--- src/rtl/enemy_laser.sv ---
`default_nettype none
// ============================================================================
// Module      : enemy_laser
// Description : Enemy laser projectile. Accepts a fire request, falls one step
//               per unpaused frame, registers a one-cycle hit pulse on contact
//               with the player ship, then waits out a cooldown before rearming.
// Revision    : 1.0 - initial release
// ============================================================================
module enemy_laser #(
    parameter logic [11:0] color_p         = {4'hE, 4'h2, 4'h2},
    parameter logic [9:0]  step_p          = 10'd4,
    parameter logic [9:0]  width_p         = 10'd4,
    parameter logic [9:0]  height_p        = 10'd12,
    parameter logic [9:0]  player_top_p    = 10'd440,
    parameter logic [9:0]  bottom_border_p = 10'd480,
    parameter logic [7:0]  cooldown_p      = 8'd30
) (
    input  logic       clk_i,
    input  logic       reset_i,
    input  logic       frame_i,
    input  logic       freeze_i,
    input  logic       fire_i,
    input  logic [9:0] fire_x_i,
    input  logic [9:0] fire_y_i,
    input  logic [9:0] player_left_i,
    input  logic [9:0] player_right_i,
    input  logic       player_alive_i,
    output logic       hit_o,
    output logic       active_o,
    output logic       ready_o,
    output logic [9:0] laser_x_o,
    output logic [9:0] laser_y_o,
    output logic [3:0] laser_red_o,
    output logic [3:0] laser_green_o,
    output logic [3:0] laser_blue_o
);

    localparam logic [2:0] c_ST_IDLE    = 3'b001;
    localparam logic [2:0] c_ST_FALLING = 3'b010;
    localparam logic [2:0] c_ST_COOL    = 3'b100;
    localparam logic [7:0] c_COOL_LAST  = cooldown_p - 8'd1;

    logic [2:0] state_q, state_d;
    logic [9:0] x_q, x_d;
    logic [9:0] y_q, y_d;
    logic [7:0] cnt_q, cnt_d;
    logic       hit_q, hit_d;

    logic       w_tick;
    logic [9:0] w_y_next;
    logic       w_overlap;
    logic       w_hit;
    logic       w_bottom;

    assign w_tick    = frame_i & ~freeze_i;
    assign w_y_next  = y_q + step_p;
    assign w_overlap = ((x_q + width_p) > player_left_i) && (x_q < player_right_i);
    assign w_hit     = ((w_y_next + height_p) >= player_top_p) && w_overlap && player_alive_i;
    assign w_bottom  = w_y_next >= (bottom_border_p - height_p);

    always_comb begin
        state_d = state_q;
        x_d     = x_q;
        y_d     = y_q;
        cnt_d   = cnt_q;
        hit_d   = 1'b0;
        case (state_q)
            c_ST_IDLE: begin
                if (fire_i && !freeze_i) begin
                    x_d     = fire_x_i;
                    y_d     = fire_y_i;
                    state_d = c_ST_FALLING;
                end
            end
            c_ST_FALLING: begin
                // A hit takes priority over leaving the bottom on the same tick.
                if (w_tick) begin
                    if (w_hit) begin
                        hit_d   = 1'b1;
                        cnt_d   = 8'd0;
                        state_d = c_ST_COOL;
                    end else if (w_bottom) begin
                        cnt_d   = 8'd0;
                        state_d = c_ST_COOL;
                    end else begin
                        y_d = w_y_next;
                    end
                end
            end
            c_ST_COOL: begin
                if (cooldown_p == 8'd0) begin
                    state_d = c_ST_IDLE;
                end else if (w_tick) begin
                    cnt_d = cnt_q + 8'd1;
                    if (cnt_q == c_COOL_LAST) begin
                        state_d = c_ST_IDLE;
                    end
                end
            end
            default: state_d = c_ST_IDLE;
        endcase
    end

    always_ff @(posedge clk_i) begin
        if (reset_i) begin
            state_q <= c_ST_IDLE;
            x_q     <= 10'd0;
            y_q     <= 10'd0;
            cnt_q   <= 8'd0;
            hit_q   <= 1'b0;
        end else begin
            state_q <= state_d;
            x_q     <= x_d;
            y_q     <= y_d;
            cnt_q   <= cnt_d;
            hit_q   <= hit_d;
        end
    end

    assign hit_o         = hit_q;
    assign active_o      = (state_q == c_ST_FALLING);
    assign ready_o       = (state_q == c_ST_IDLE);
    assign laser_x_o     = x_q;
    assign laser_y_o     = y_q;
    assign laser_red_o   = color_p[11:8];
    assign laser_green_o = color_p[7:4];
    assign laser_blue_o  = color_p[3:0];

endmodule
`default_nettype wire

--- config.mk ---
export PLATFORM = sky130hd
export DESIGN_NAME = enemy_laser
export DESIGN_NICKNAME = d
export VERILOG_FILES = /design/src/rtl/enemy_laser.sv
export SDC_FILE = /design/constraint.sdc
export NUM_CORES = 1
export LEC_CHECK = 0
export CAP_MARGIN = 20
export CELL_PAD_IN_SITES_DETAIL_PLACEMENT = 1
export CELL_PAD_IN_SITES_GLOBAL_PLACEMENT = 1
export CORE_UTILIZATION = 34
export CTS_BUF_LIST = sky130_fd_sc_hd__clkbuf_16
export CTS_CLUSTER_DIAMETER = 80
export DETAILED_ROUTE_END_ITERATION = 6
export PLACE_DENSITY_LB_ADDON = 0.05
export SLEW_MARGIN = 20
export SYNTH_ARGS = -nofsm -noshare
export SYNTH_HDL_FRONTEND = slang
export SYNTH_SLANG_ARGS = --single-unit
--- constraint.sdc ---
create_clock -name clk_i -period 3.4 [get_ports clk_i]
set_clock_uncertainty 0.05 [all_clocks]
set_input_delay 0.68 -clock clk_i [delete_from_list [all_inputs] [get_ports clk_i]]
set_output_delay 0.68 -clock clk_i [all_outputs]
set_load 0.01 [all_outputs]
==> results of run 1 <==
[Yosys cell counts (all sizes together) (2+ instances only)]
| cell | count |
|---|---|
| a31oi | 7 |
| nand4 | 10 |
| xor2 | 5 |
| nand3 | 14 |
| nand4b | 3 |
| ha | 26 |
| nand2 | 41 |
| nand2b | 2 |
| nor3 | 3 |
| o22a | 2 |
| o31ai | 8 |
| inv | 32 |
| a31o | 2 |
| or3 | 2 |
| dfxtp | 32 |
| nor2b | 4 |
| nand3b | 2 |
| and3 | 6 |
| xnor2 | 10 |
| conb | 2 |
| buf | 17 |
| a21oi | 38 |
| a211oi | 3 |
| nor4 | 2 |
| nor2 | 26 |
| o21ai | 23 |
| mux2 | 2 |
| a21o | 3 |
| or2 | 2 |
| o211ai | 2 |
| clkbuf | 15 |
| and2 | 2 |
[sequential cells by signal (all words and copies together), names as in the netlist]
signal and flops:
state_q 3, laser_y_o 10, laser_x_o 10, cnt_q 8
hit_o 1
[metal layers]
| metal | part of all wire | GRT usage |
|---|---|---|
| met5 | 0 | 0 |
| met3 | 0.041 | 0.0278 |
| met2 | 0.47 | 0.348 |
| met4 | 0.012 | 0.0524 |
| met1 | 0.48 | 0.273 |
[kinds of logic after synthesis]
group	after synthesis
buffers and inverters	64
and+or+nand+nor	125
AOI/OAI and AO/OA	100
other	2
DFF	32
muxes	3
xor gates and xnor gates	15
adders and majority gates	26
[per-stage QoR]
| step | std cells | hold WS, ps | total power (uW) | instance area, um2 | setup WS, ps |
|---|---|---|---|---|---|
| floorplan | 377 | 398 | 609 | 2720 | 253 |
| global placement | 533 | 407 | 748 | 3480 | 147 |
| detailed placement | 533 | 423 | 754 | 3480 | 46.1 |
| CTS | 541 | 430 | 1200 | 3620 | 55.1 |
| global route | 542 | 465 | 1260 | 3640 | -66.1 |
| finish | 542 | 428 | 1190 | 3640 | 175 |
[worst max-delay path, cell delays in order, from the launching register on]
cell and delay, ps:
dfxtp_1 350, and3_1 160, nand3_1 120, or2_2 330, xnor2_1 130, ha_1 290
nand4_1 140, nor2_2 70, a311oi_1 290, nand4_1 140, buf_4 190, o31ai_4 260
a21o_1 240, mux2_2 360
[final timing paths]
path	from	to	slack, ps
setup / recovery	laser_x_o[3]$_SDFFE_PP0P_	laser_y_o[9]$_SDFFE_PP0P_	170
hold / removal	cnt_q[4]$_SDFFE_PP0P_	cnt_q[4]$_SDFFE_PP0P_	430
setup reg to reg	laser_x_o[3]$_SDFFE_PP0P_	laser_y_o[9]$_SDFFE_PP0P_	170
hold reg to reg	cnt_q[4]$_SDFFE_PP0P_	cnt_q[4]$_SDFFE_PP0P_	430
[repair_timing]
action | 4_1_cts | 5_1_grt
resized for setup | 0 | 3
setup buffers | 0 | 1
endpoints found under the setup margin | 0 | 13
[cell type report]
| type | instances | area (um2) | area share |
|---|---|---|---|
| multi-input cells | 281 | 1790 | 0.490 |
| repair buffers | 87 | 823 | 0.226 |
| flip-flops and latches | 32 | 642 | 0.176 |
| well taps | 102 | 128 | 0.0350 |
| clock buffers | 5 | 125 | 0.0343 |
| inverters | 32 | 120 | 0.0330 |
| clock inverters | 3 | 18.8 | 0.00515 |
[report_power, final]
part	internal [uW]	total [uW]	switching (uW)	leakage, uW
logic	164	325	161	0.00115
clock network	269	443	173	0.0000736
registers	394	424	30.0	0.000261
==> results.cfg, run 1 <==
[outcome]
status = completed

[clock_network]
cts_hold_buf = 0
cts_tree = built
cts_max_level = 2
path_clk_slew_ps = 60
worst_skew_pair.late_latency_ps = 280
cts_root_buf = clkbuf_16
numCtsBuffers = 5
clock_path_buffers = 2
cts.sinks = 32

[die]
coreArea_um2 = 7690
rows = 32
dieArea_um2 = 8240
dieHeight_um = 90.8
die_w_um = 90.8
io_pins = 81
start_util = 0.348

[synth]
synthAdderAreaFrac = 0.121
yosysWarnings = 0
yosys-top-cells-area = dfxtp_1 24%, ha_1 12%, a21oi_1 7.1%, nand2_1 5.7%, inv_1 4.5%
synthArstFlopShare = 0
synth.largest_area_cell = dfxtp_1
ys_types = 58
synth_mux_area_frac = 0.0121
synth_compound_area_frac = 0.231
synth_top_family_by_area = compound AO/OA/AOI/OAI gates
synth_xor_xnor_area_share = 0.0518
yosysSeqAreaShare = 0.239
ys_ff_latch = 32
netlist_instances = 367
synth-simple-area-share = 0.230
post_synth.cell_area_avg_um2 = 7.30
synth-main-ff-cell = dfxtp_1
synth_edf_count = 0
synth_top_cell_area_share = 0.239
syn_area_um2 = 2680

[critical_path]
crit_required_ps = 3520
critPathCaptureType = flop
r2r_cells = 13
path_class = flop to flop
worstPathArrival_ps = 3350
start_kind = flop
critPathMaxFanout = 3

[timing]
period_minus_slack_ps = 3230
fmax_ghz = 0.310
setup_viol_count_final = 0
worst_pin_slew_ps = 680
slew_viol_final = 0
finalHoldViolCount = 0
setup_tns_ps = 0
fin_crit_sh = 0.949
slew_headroom = 0.543

[global_routing]
grt_overflow_total = 0
grt_util_all_layers = 0.206
grt_pass1_vias = 2766
grt_pass1_wl_um = 13700
antenna_found_initial = 0
grt_max_degree = 37

[final_layout]
layout.nets = 511
fillCellCount = 967
layout_commonest_cell = clkdlybuf4s50_1
finalCoreUtilization = 0.474
layout_common_cells = 68 x clkdlybuf4s50_1, 41 x nand2_1, 38 x a21oi_1
layout-drive-gt1-share = 0.0864
area_growth_pct = 36.0
diodes = 0

[drt]
drtPass1Iterations = 4
drc = 0
dr_total_vias = 2858
routed_via_density = 5.27
wl_per_cell_um = 15.2
ant_nets = 0
wl_um = 8250
drtIter0Drc = 87

[min_path]
hold_class = flop to flop
hold_depth = 2

[placed_design]
place.gp.congestion = 0.810
port_buffers = 68
hpwl_um = 6240

[pwr]
p_leak_uw = 0.00149
power_density_nw_per_um2 = 327
ir_drop_mv = 0.220

[run]
cap_violations = 0
(Power assumes the default switching activity.)
==> run 2: changes to the inputs <==
--- a/config.mk
+++ b/config.mk
@@ -13,7 +13,6 @@
 export CTS_CLUSTER_DIAMETER = 80
 export DETAILED_ROUTE_END_ITERATION = 6
 export PLACE_DENSITY_LB_ADDON = 0.05
-export SLEW_MARGIN = 20
 export SYNTH_ARGS = -nofsm -noshare
 export SYNTH_HDL_FRONTEND = slang
 export SYNTH_SLANG_ARGS = --single-unit
==> results of run 2 <==
Final layout, timing and power as in run 1 (identical DEF).
